## config.mk

```make
export PLATFORM = sky130hd
export DESIGN_NAME = apb_master
export DESIGN_NICKNAME = d
export VERILOG_FILES = /design/src/rtl/apb_master.sv
export SDC_FILE = /design/constraint.sdc
export NUM_CORES = 1
export LEC_CHECK = 0
export BUFFER_PORTS_ARGS = -buffer_cell sky130_fd_sc_hd__buf_2
export CORE_MARGIN = 2
export CORE_UTILIZATION = 35
export CTS_BUF_LIST = sky130_fd_sc_hd__clkbuf_16
export DETAILED_ROUTE_END_ITERATION = 12
export GPL_ROUTABILITY_DRIVEN = 1
export PLACE_DENSITY = 0.63
export SYNTH_ARGS = -nofsm -noshare
export SYNTH_HDL_FRONTEND = slang
export SYNTH_SLANG_ARGS = --single-unit
```

## constraint.sdc

```tcl
create_clock -name pclk -period 2.1 [get_ports pclk]
set_input_delay 0 -clock pclk [delete_from_list [all_inputs] [get_ports pclk]]
set_output_delay 0 -clock pclk [all_outputs]
set_load 0.01 [all_outputs]
```

## src/rtl/apb_master.sv

```systemverilog
// apb_master: single-outstanding APB requester for 8-bit APB slaves.
//   Takes one read/write command from the CPU-side port, runs the
//   SETUP/ACCESS handshake and returns a one-cycle response. It also keeps a
//   sticky pending flag for the slave's rx_interrupt.
//
// Optional feature (compile-time macro APB_MASTER_TIMEOUT_EN):
//   When defined, an ACCESS phase that sees no pready for TO_CYC cycles is
//   aborted and answered with rsp_err=1. When undefined, ACCESS waits
//   indefinitely and rsp_err is always 0.
//
// Ports:
//   pclk, npreset           clock (rising edge), async active-low reset
//   cmd_valid/cmd_ready     command handshake (accepted when both are high)
//   cmd_write, cmd_wdata    command direction and write data
//   rsp_valid               one-cycle pulse when a transfer completes
//   rsp_rdata, rsp_err      read data (0 on writes), timeout flag
//   psel, penable, pwrite,
//   pwdata                  APB request signals (all registered)
//   prdata, pready          APB response from the slave
//   rx_interrupt            slave receive interrupt (level)
//   irq_pending, irq_clear  sticky interrupt flag and its clear
module apb_master #(
  parameter int unsigned DATA_W = 8,
  parameter int unsigned TO_CYC = 64
) (
  input  logic              pclk,
  input  logic              npreset,
  input  logic              cmd_valid,
  output logic              cmd_ready,
  input  logic              cmd_write,
  input  logic [DATA_W-1:0] cmd_wdata,
  output logic              rsp_valid,
  output logic [DATA_W-1:0] rsp_rdata,
  output logic              rsp_err,
  output logic              psel,
  output logic              penable,
  output logic              pwrite,
  output logic [DATA_W-1:0] pwdata,
  input  logic [DATA_W-1:0] prdata,
  input  logic              pready,
  input  logic              rx_interrupt,
  output logic              irq_pending,
  input  logic              irq_clear
);

  // Reject a timeout length the 8-bit counter cannot represent.
  if (TO_CYC < 2 || TO_CYC > 256) begin : g_bad_to_cyc
    $error("apb_master: TO_CYC must be in the range 2..256");
  end

  typedef enum logic [1:0] {
    S_IDLE   = 2'd0,
    S_SETUP  = 2'd1,
    S_ACCESS = 2'd2,
    S_DONE   = 2'd3
  } state_t;

  state_t state;
  state_t state_nx;

  logic              accept_c;
  logic              timeout_c;

  logic              cmd_ready_d;
  logic              rsp_valid_d;
  logic [DATA_W-1:0] rsp_rdata_d;
  logic              rsp_err_d;
  logic              psel_d;
  logic              penable_d;
  logic              pwrite_d;
  logic [DATA_W-1:0] pwdata_d;
  logic              irq_pending_d;

  assign accept_c = (state == S_IDLE) && cmd_valid;

`ifdef APB_MASTER_TIMEOUT_EN
  localparam int unsigned       CNT_W   = 8;
  localparam logic [CNT_W-1:0]  TO_LAST = CNT_W'(TO_CYC - 1);

  logic [CNT_W-1:0] to_cnt;

  // Counts ACCESS cycles without pready; zeroed during SETUP so it starts at 0.
  always_ff @(posedge pclk or negedge npreset) begin
    if (!npreset) begin
      to_cnt <= '0;
    end else if (state == S_SETUP) begin
      to_cnt <= '0;
    end else if ((state == S_ACCESS) && !pready) begin
      to_cnt <= to_cnt + CNT_W'(1);
    end
  end

  // A pready on the last allowed cycle wins over the abort.
  assign timeout_c = (state == S_ACCESS) && !pready && (to_cnt == TO_LAST);
`else
  assign timeout_c = 1'b0;
`endif

  // State register.
  always_ff @(posedge pclk or negedge npreset) begin
    if (!npreset) begin
      state <= S_IDLE;
    end else begin
      state <= state_nx;
    end
  end

  // Next-state logic.
  always_comb begin
    state_nx = state;
    case (state)
      S_IDLE:   if (cmd_valid) state_nx = S_SETUP;
      S_SETUP:  state_nx = S_ACCESS;
      S_ACCESS: if (pready || timeout_c) state_nx = S_DONE;
      S_DONE:   state_nx = S_IDLE;
      default:  state_nx = S_IDLE;
    endcase
  end

  // Output next-values, decoded from the state being entered so every
  // output can be registered without an extra cycle of latency.
  always_comb begin
    cmd_ready_d   = (state_nx == S_IDLE);
    psel_d        = (state_nx == S_SETUP) || (state_nx == S_ACCESS);
    penable_d     = (state_nx == S_ACCESS);
    rsp_valid_d   = (state_nx == S_DONE);
    rsp_err_d     = timeout_c;
    rsp_rdata_d   = '0;
    pwrite_d      = pwrite;
    pwdata_d      = pwdata;
    irq_pending_d = irq_pending;

    if (accept_c) begin
      pwrite_d = cmd_write;
      pwdata_d = cmd_wdata;
    end

    // Read data is only non-zero for the DONE cycle of a completed read.
    if ((state == S_ACCESS) && pready && !pwrite) begin
      rsp_rdata_d = prdata;
    end

    // Set has priority over clear.
    if (rx_interrupt) begin
      irq_pending_d = 1'b1;
    end else if (irq_clear) begin
      irq_pending_d = 1'b0;
    end
  end

  // Output registers.
  always_ff @(posedge pclk or negedge npreset) begin
    if (!npreset) begin
      cmd_ready   <= 1'b0;
      psel        <= 1'b0;
      penable     <= 1'b0;
      pwrite      <= 1'b0;
      pwdata      <= '0;
      rsp_valid   <= 1'b0;
      rsp_rdata   <= '0;
      rsp_err     <= 1'b0;
      irq_pending <= 1'b0;
    end else begin
      cmd_ready   <= cmd_ready_d;
      psel        <= psel_d;
      penable     <= penable_d;
      pwrite      <= pwrite_d;
      pwdata      <= pwdata_d;
      rsp_valid   <= rsp_valid_d;
      rsp_rdata   <= rsp_rdata_d;
      rsp_err     <= rsp_err_d;
      irq_pending <= irq_pending_d;
    end
  end

endmodule

```

==> parameters.txt, run 1 <==
Parameter                              Value

Timing
  Setup repair after global routing missed its margin ... false
  Final period utilization ... 81.5%
  Pins Over Slew Limit ... 0
  Pin slew with the least headroom to its limit ... 523 ps
  Fmax ... 584 MHz
  Finish-stage setup viols ... 0
  Setup skew after layout ... 1.94 ps
  Post-Route Setup TNS ... 0 ps
  Max_slew headroom ... 65.1%
  Tmin final ... 1710 ps
  Final-report hold violation count ... 0
  WHS ... 10.5 ps

Worst setup path
  R2R cell count ... 5
  Flop-to-flop setup slack ... 390 ps
  Crit-path max FO ... 5
  Launch point of the worst path ... state[0]
  Required time at the endpoint of the critical path ... 2230 ps
  Category of the worst setup path launch point ... flop
  Critical Path End Type ... flop
  Startpoint of the most critical register-to-register path ... state[0]
  Start-to-end type of the worst setup path ... flop to flop
  Capture point of the worst reg-to-reg path ... psel
  Worst Path Arrival ... 1850 ps

Run
  Max-capacitance violation count ... 0

Layout
  Ant diodes ... 0
  Proportion of layout cells with a drive suffix above 1 ... 46.5%
  Final net count ... 155
  Synthesis-to-finish area growth ... 56.6%
  Util after Layout ... 58.0%
  Number of fill cells ... 223

Placed design
  Placer's final routability congestion estimate ... 0.688
  Port Buf Inserts ... 44
  Placed wire-length estimate after detailed placement ... 1300 um

Min path
  Cell count of the worst hold path ... 3
  Startpoint of the worst hold path ... irq_clear
  Worst min-delay path category ... input port to flop
  Hold path endpoint ... irq_pending

Synthesis
  Number of storage elements in the synthesis netlist ... 24
  Synth warnings ... 0
  Largest area contributor in the synthesized netlist ... sky130_fd_sc_hd__dfrtp_1
  Synthesized area per cell ... 15.0 um2
  Fraction of synthesized cell area taken by the top area cell type ... 65.5%
  Ranking of synthesized cells by area ... sky130_fd_sc_hd__dfrtp_1 65%, sky130_fd_sc_hd__mux2_2 11%, sky130_fd_sc_hd__and2_1 5.5%
  Synth Net Count ... 88
  Synth Cell Area ... 917 um2
  Instance count of the mapped netlist ... 61
  Sequential share of the synthesized area ... 65.5%
  Yosys cell types ... 16

Drt
  Detailed-routed wire length on met3 ... 105 um
  First-pass iteration count of the detailed router ... 1
  Routed length on met2 ... 1080 um
  Drt first-iter violations ... 0
  Routed length per placed instance ... 12.1 um
  DRC errors left ... 0
  Number of vias in the routed layout ... 689
  Wl on met1 ... 713 um
  Detailed-route vias per instance ... 4.39
  Post-route ant nets ... 0
  Final routed wirelength across all metal layers ... 1900 um
  Top routing layer in use ... met3

Floorplan
  Core outline area ... 2480 um2
  Starting Density ... 37.0%
  I/O Pins ... 46
  Width of the die ... 55.2 um
  Die outline area ... 3050 um2
  Die Height ... 55.2 um
  # rows ... 18

Clocking
  Number of buffers created by CTS ... 3
  CTS clock-pin slew for the worst setup and hold paths ... 60 ps
  Longest Clk Path Bufs ... 2
  Cell at the root of the clock tree ... sky130_fd_sc_hd__clkbuf_16
  Clock net sink count ... 24
  CTS tree ... done
  Worst skew pair latency ... 250 ps
  # H-tree levels ... 1
  Count of buffers added by post-CTS timing repair for setup ... 0
  Post-cts gate resize count ... 0

Global routing
  Number of global-route vias before repair ... 721
  Global-route usage over all layers ... 13.1%
  GR Overflow Total ... 0
  Largest net degree at the start of global routing ... 25
  First-pass GRT wire length ... 2750 um
  Antenna violations before repair ... 0

Pwr
  Pwr Density ... 1250 nW/um2
  Maximum VDD drop ... 0.000751 V
  Standby leakage power ... 0.762 nW

Status
  Outcome ... completed
logic make-up after synthesis:
family	Yosys count	synth area share, %
compound gates	5	5.05
fa+ha+maj	4	5.46
buf+inv	5	2.46
flops	24	65.5
mux	10	12.7
other cells	1	0.409
simple gates	12	8.46
critical path: stages (launching register included):
cell and delay, ps:
sky130_fd_sc_hd__dfrtp_1 420, sky130_fd_sc_hd__inv_1 130, sky130_fd_sc_hd__ha_1 250, sky130_fd_sc_hd__mux2_4 340, sky130_fd_sc_hd__o22a_1 190, sky130_fd_sc_hd__ha_1 270
Yosys cell counts:
cell type	n
sky130_fd_sc_hd__a21o_1	1
sky130_fd_sc_hd__and2_1	8
sky130_fd_sc_hd__and3b_1	1
sky130_fd_sc_hd__buf_4	1
sky130_fd_sc_hd__conb_1	1
sky130_fd_sc_hd__dfrtp_1	24
sky130_fd_sc_hd__ha_1	4
sky130_fd_sc_hd__inv_1	4
sky130_fd_sc_hd__mux2_2	9
sky130_fd_sc_hd__mux2_4	1
sky130_fd_sc_hd__nand2_2	1
sky130_fd_sc_hd__nand2b_1	1
sky130_fd_sc_hd__o22a_1	2
sky130_fd_sc_hd__o31ai_2	1
sky130_fd_sc_hd__o32ai_1	1
sky130_fd_sc_hd__or3_1	1
power by group:
part / switching (mW) / internal (mW)
registers: 0.0693 / 0.633
clock network: 0.142 / 0.254
logic: 0.334 / 0.357
total: 0.545 / 1.24
through the flow:
stage	setup slack, ps	total power [mW]	instance area (um2)	instances
after floorplan	491	1.14	917	61
after global placement	447	1.35	1170	134
after detailed placement	394	1.39	1170	134
after CTS	384	1.82	1440	157
after global routing	281	1.93	1440	157
final	389	1.79	1440	157
layout by cell type, fill, tap and decap left out, types with 2 or more instances in the layout:
cell and n:
sky130_fd_sc_hd__clkbuf_16 3, sky130_fd_sc_hd__ha_1 4, sky130_fd_sc_hd__mux2_2 9, sky130_fd_sc_hd__o22a_1 2, sky130_fd_sc_hd__dlygate4sd3_1 19, sky130_fd_sc_hd__buf_2 44, sky130_fd_sc_hd__dfrtp_1 24, sky130_fd_sc_hd__inv_1 4
sky130_fd_sc_hd__and2_1 8
how the worst max path moves through the flow:
stage          cells after the start    to  slack, ps
2_1_floorplan                      5  psel        490
4_1_cts                            5  psel        380
5_1_grt                            5  psel        280
3_3_place_gp                       5  psel        450
3_5_place_dp                       5  psel        390
6_report                           5  psel        390
flip-flops by register name, indices dropped and copies added, names as in the netlist:
register and flops:
psel 1, pwrite 1, penable 1, rsp_rdata 8, pwdata 8, rsp_valid 1
state 2, cmd_ready 1, irq_pending 1
per-layer routing:
layer | vias up | global-route usage, %
met1 | 323 | 12.1
li1 | 335 | -
met2 | 31 | 27.4
met5 | - | 0
met4 | 0 | 3.66
met3 | 0 | 3.23
timing repair:
action | in CTS | in global routing
endpoints found under the hold margin | 42 | 0
hold buffers | 19 | 0
setup endpoints to repair | 0 | 0
cell type report:
type,instances,area (um2),area share [%]
Tap cell,30,37.5,2.61
Sequential cell,24,601,41.8
Timing Repair Buffer,63,410,28.6
Multi-Input combinational cell,32,294,20.5
Clock buffer,3,75.1,5.23
Clock inverter,1,3.75,0.261
Inverter,4,15.0,1.05
No activity file was read; power rests on OpenSTA's default activity.
==> run 2, diff against run 1 <==
--- a/config.mk
+++ b/config.mk
@@ -11,7 +11,7 @@
 export CTS_BUF_LIST = sky130_fd_sc_hd__clkbuf_16
 export DETAILED_ROUTE_END_ITERATION = 12
 export GPL_ROUTABILITY_DRIVEN = 1
-export PLACE_DENSITY = 0.63
+export PLACE_DENSITY = 0.65
 export SYNTH_ARGS = -nofsm -noshare
 export SYNTH_HDL_FRONTEND = slang
 export SYNTH_SLANG_ARGS = --single-unit
==> constraint.sdc (replaced) <==
create_clock -name pclk -period 1.5 [get_ports pclk]
set_input_delay 0 -clock pclk [delete_from_list [all_inputs] [get_ports pclk]]
set_output_delay 0 -clock pclk [all_outputs]
set_load 0.01 [all_outputs]
==> run 2 against run 1 <==
Against the previous run:
- combinational power rose by 58%
- core utilization rose by 1.6 points
- register-to-register slack got worse by 340 ps
- hold slack improved by 4.1 ps
- clock-buffer cell count did not move
- clock power rose by 39%
- critical endpoint unchanged
- final cell count rose by 1.9%
- critical path type unchanged
- critical path depth did not move
- clock skew barely moved
- power rose by 46%
- non-clock buffer count rose by 4
==> parameters.txt, run 2 (synthesized netlist as in run 1, its figures left out) <==
Parameter                              Value

Drt
  Drt first-iter violations ... 5
  Routed length per placed instance ... 12.1 um
  DRC errors left ... 0
  Post-route ant nets ... 0
  First-pass iteration count of the detailed router ... 4
  Number of vias in the routed layout ... 707
  Detailed-route vias per instance ... 4.42
  Final routed wirelength across all metal layers ... 1930 um

Timing
  Finish-stage setup viols ... 0
  Final period utilization ... 97.0%
  Pins Over Slew Limit ... 0
  Tmin final ... 1450 ps
  Pin slew with the least headroom to its limit ... 510 ps
  Fmax ... 688 MHz
  WHS ... 14.6 ps
  Setup repair after global routing missed its margin ... true
  Setup skew after layout ... 2.03 ps
  Max_slew headroom ... 66.0%
  Final worst slack ... 45.6 ps
  Final-report hold violation count ... 0

Global routing
  Global-route usage over all layers ... 14.2%
  First-pass GRT wire length ... 2930 um
  Number of global-route vias before repair ... 698
  Largest net degree at the start of global routing ... 25
  GR Overflow Total ... 0
  Antenna violations before repair ... 0

Clocking
  CTS clock-pin slew for the worst setup and hold paths ... 60 ps
  Longest Clk Path Bufs ... 2
  Cell at the root of the clock tree ... sky130_fd_sc_hd__clkbuf_16
  Worst skew pair latency ... 250 ps
  # H-tree levels ... 1
  CTS tree ... done
  Number of buffers created by CTS ... 3
  Clock net sink count ... 24

Status
  Outcome ... completed

Worst setup path
  Critical Path End Type ... flop
  Worst-path cell chain ... inv_2 -> ha_4 -> mux2_4 -> o22a_1 -> ha_1
  Cell with the largest stage delay on the worst path ... sky130_fd_sc_hd__dfrtp_1
  Highest cell delay on the worst timing path ... 380 ps
  Worst Path Arrival ... 1590 ps
  Flop-to-flop setup slack ... 50 ps
  Category of the worst setup path launch point ... flop
  Start-to-end type of the worst setup path ... flop to flop
  Family with the most delay on the worst path ... adder cells
  Launch point of the worst path ... state[0]
  Capture point of the worst reg-to-reg path ... psel
  Critical path buffer and inverter count ... 1
  Required time at the endpoint of the critical path ... 1640 ps
  R2R cell count ... 5
  Crit-path max FO ... 3
  Startpoint of the most critical register-to-register path ... state[0]

Layout
  Most used cells in the layout excluding fill and tap cells ... 44 x sky130_fd_sc_hd__buf_2, 24 x sky130_fd_sc_hd__dfrtp_1, 19 x sky130_fd_sc_hd__dlygate4sd3_1
  Final net count ... 159
  Most frequent standard cell in the layout excluding fill and tap cells ... sky130_fd_sc_hd__buf_2
  Number of standard cells in the final layout excluding fillers ... 160
  Largest registers ranked by flip-flop count ... pwdata x8, rsp_rdata x8, state x2
  Synthesis-to-finish area growth ... 60.8%
  Ant diodes ... 0
  Proportion of layout cells with a drive suffix above 1 ... 50.8%

Floorplan
  I/O Pins ... 46
  Width of the die ... 55.2 um
  Die Height ... 55.2 um
  Starting Density ... 37.0%
  # rows ... 18
  Core outline area ... 2480 um2
  Die outline area ... 3050 um2

Placed design
  Placer's final routability congestion estimate ... 0.722
  Worst setup timing slack at the placement stage ... 15.6 ps
  Instance count after placement with tap cells included ... 137
  Port Buf Inserts ... 44
  Placed wire-length estimate after detailed placement ... 1360 um

Pwr
  Maximum VDD drop ... 0.00101 V
  Standby leakage power ... 0.779 nW
  Power consumption ... 2.62 mW
  Pwr Density ... 1780 nW/um2

Min path
  Hold path endpoint ... irq_pending
  Worst min-delay path category ... input port to flop
  Cell count of the worst hold path ... 3
  Startpoint of the worst hold path ... irq_clear

Run
  Max-capacitance violation count ... 0
## run 2: power by group
group,internal [mW],total (mW),leakage (nW),switching [mW]
registers,0.887,0.979,0.301,0.0924
logic,0.573,1.09,0.441,0.517
clock network,0.352,0.550,0.0370,0.198
total,1.81,2.62,0.779,0.808
## run 2: repair_timing
item,4_1_cts,5_1_grt
setup buffers,0,1
gates resized for setup,0,1
hold endpoints to repair,42,0
hold buffers,19,0
endpoints found under the setup margin,0,1
## run 2: worst max path at each step
stage | cells after the start | slack, ps | end
3_3_place_gp | 5 | 50 | psel
3_5_place_dp | 5 | 20 | psel
6_report | 5 | 50 | psel
4_1_cts | 5 | 0.5 | psel
2_1_floorplan | 5 | 8 | psel
5_1_grt | 5 | -10 | psel
## run 2: layout make-up
class | instances | area [um2]
sequential | 24 | 601
clock buffer | 3 | 75.1
fill | 210 | 1000
timing repair buffer | 67 | 440
inverter | 4 | 15.0
multi-input combinational | 32 | 307
tap | 30 | 37.5
## run 2: worst min-delay path, stage by stage
cell and delay (ps):
sky130_fd_sc_hd__buf_2 100, sky130_fd_sc_hd__inv_1 40, sky130_fd_sc_hd__a21o_1 100
## run 2: metrics by stage
| stage | cell area (um2) | utilization [%] | TNS [ps] |
|---|---|---|---|
| after global placement | 1200 | 48.5 | 0 |
| after floorplan | 930 | - | 0 |
| after global routing | 1480 | 59.5 | -11.0 |
| final | 1480 | 59.5 | 0 |
| after detailed placement | 1200 | 48.5 | 0 |
| after CTS | 1470 | 59.2 | 0 |
## run 2: routing by layer
layer	vias up	share of wire (%)	track usage (%)
met5	-	0	0
met4	0	2.9	11.0
met3	4	7.4	0.806
met2	34	49	27.0
met1	326	41	14.1
li1	343	-	-
==> run 3, diff against run 2 <==
--- a/config.mk
+++ b/config.mk
@@ -12,6 +12,7 @@
 export DETAILED_ROUTE_END_ITERATION = 12
 export GPL_ROUTABILITY_DRIVEN = 1
 export PLACE_DENSITY = 0.65
+export REMOVE_ABC_BUFFERS = 1
 export SYNTH_ARGS = -nofsm -noshare
 export SYNTH_HDL_FRONTEND = slang
 export SYNTH_SLANG_ARGS = --single-unit
==> run 3 against run 2 <==
Against the previous run:
- sequential cell count is the same
- die area is the same
- power grew 0.33%
- combinational power is essentially flat
- hold slack is essentially flat
- register-to-register slack is essentially flat
- clock skew shrank 0.78 ps
- clock power is essentially flat
- global-route usage shrank 1.4 points
- non-clock buffer count grew 1
- sequential power shrank 0.4%
- routed wire length shrank 0.93%
- critical path type unchanged
- largest power group unchanged
- highest routed layer unchanged
==> parameters.txt, run 3 (synthesized netlist as in run 1, its figures left out) <==
Parameter                              Value

Placed design
  Placed standard-cell area ... 1200 um2
  Placer's final routability congestion estimate ... 0.780
  Port Buf Inserts ... 44
  Worst setup timing slack at the placement stage ... -28.6 ps
  Placed wire-length estimate after detailed placement ... 1330 um
  Instance count after placement with tap cells included ... 138

Layout
  Final net count ... 160
  Design Area, Final ... 1490 um2
  Synthesis-to-finish area growth ... 62.3%
  Most frequent standard cell in the layout excluding fill and tap cells ... sky130_fd_sc_hd__buf_2
  Most used cells in the layout excluding fill and tap cells ... 44 x sky130_fd_sc_hd__buf_2, 24 x sky130_fd_sc_hd__dfrtp_1, 19 x sky130_fd_sc_hd__dlygate4sd3_1
  Proportion of layout cells with a drive suffix above 1 ... 51.5%
  Number of fill cells ... 203
  Util after Layout ... 60.1%
  Ant diodes ... 0
  Number of standard cells in the final layout excluding fillers ... 162
  Largest registers ranked by flip-flop count ... pwdata x8, rsp_rdata x8, state x2

Floorplan
  Die Height ... 55.2 um
  Core outline area ... 2480 um2
  Width of the die ... 55.2 um
  Starting Density ... 37.0%
  I/O Pins ... 46
  # rows ... 18
  Die outline area ... 3050 um2

Pwr
  Pwr Density ... 1760 nW/um2
  Sw Share ... 30.2%
  P_int ... 1.83 mW
  Standby leakage power ... 0.784 nW
  Maximum VDD drop ... 0.000929 V
  Part of the power in the clock network ... 21.0%
  Net Sw Power ... 793 uW
  Share of total power in combinational logic ... 41.9%
  Register share of total power ... 37.1%
  Power consumption ... 2.63 mW

Timing
  Setup skew after layout ... 1.24 ps
  Post-Route Setup TNS ... 0 ps
  WHS ... 14.8 ps
  Final worst slack ... 56.6 ps
  Final-report hold violation count ... 0
  Finish-stage setup viols ... 0
  Fmax ... 693 MHz
  Final period utilization ... 96.2%
  Tmin final ... 1440 ps
  Pins Over Slew Limit ... 0
  Setup repair after global routing missed its margin ... false
  Max_slew headroom ... 65.6%
  Pin slew with the least headroom to its limit ... 517 ps

Worst setup path
  Critical Path End Type ... flop
  Start-to-end type of the worst setup path ... flop to flop
  Category of the worst setup path launch point ... flop
  Required time at the endpoint of the critical path ... 1630 ps
  Crit-path max FO ... 2
  Worst Path Arrival ... 1580 ps
  R2R cell count ... 5

Clocking
  Number of buffers created by CTS ... 3
  Clock net sink count ... 24
  CTS tree ... done
  Longest Clk Path Bufs ... 2
  Worst skew pair latency ... 250 ps
  # H-tree levels ... 1
  Cell at the root of the clock tree ... sky130_fd_sc_hd__clkbuf_16
  CTS clock-pin slew for the worst setup and hold paths ... 60 ps

Global routing
  Largest net degree at the start of global routing ... 25
  Antenna violations before repair ... 0
  GR Overflow Total ... 0
  First-pass GRT wire length ... 2670 um
  Global-route usage over all layers ... 12.7%
  Number of global-route vias before repair ... 692

Drt
  First-pass iteration count of the detailed router ... 3
  Number of vias in the routed layout ... 704
  Drt first-iter violations ... 3
  Final routed wirelength across all metal layers ... 1910 um
  Post-route ant nets ... 0
  Detailed-route vias per instance ... 4.35
  DRC errors left ... 0
  Routed length per placed instance ... 11.8 um

Status
  Outcome ... completed

Run
  Max-capacitance violation count ... 0

Min path
  Cell count of the worst hold path ... 3
  Worst min-delay path category ... input port to flop
## run 3: changes by cell type in the layout (fill, tap and decap cells not counted), sizes merged
cell and change:
clkinv +1, buf +1
## run 3: what timing repair did
action	in CTS	in global routing
endpoints found under the hold margin	42	0
resized for setup	3	2
pin swaps	1	2
buffers inserted	1	0
hold buffers	19	0
setup endpoints to repair	1	5
## run 3: path summary, 6_finish.rpt
check | endpoint | slack [ps] | from
max | psel | 60 | state[1]
min | irq_pending | 10 | irq_clear
max reg2reg | psel | 60 | state[1]
min reg2reg | irq_pending | 480 | irq_pending
max in group asynchronous | pwdata[3] | 890 | npreset
min in group asynchronous | irq_pending | 270 | npreset
## run 3: final cells by class
type,instances,area [um2],area share [%]
clock buffer,3,75.1,5.04
clock inverter,1,3.75,0.252
inverter,4,15.0,1.01
multi-input combinational,32,309,20.8
sequential,24,601,40.3
tap,30,37.5,2.52
timing repair buffer,68,448,30.1
## run 3: worst max-delay path: stages (launching register included)
cell	delay [ps]
sky130_fd_sc_hd__dfrtp_1	390
sky130_fd_sc_hd__inv_2	80
sky130_fd_sc_hd__ha_4	130
sky130_fd_sc_hd__mux2_4	300
sky130_fd_sc_hd__o22a_1	160
sky130_fd_sc_hd__ha_1	260
## run 3: metal layers
layer  GRT usage (%)  part of all wire (%)  vias up
met5               0                     0        -
met4            6.10                  0.58        0
met3            2.69                   9.3        2
met2            26.2                    53       31
met1            11.4                    37      327
li1                -                     -      344
## run 3: power groups by stage
stage,Clock (mW),Combinational [mW],Sequential (mW)
5_1_grt,0.604,1.24,1.00
3_3_place_gp,0,0.997,0.971
3_5_place_dp,0,1.03,0.982
4_1_cts,0.574,1.11,0.974
6_report,0.552,1.10,0.975
2_1_floorplan,0,0.498,1.10
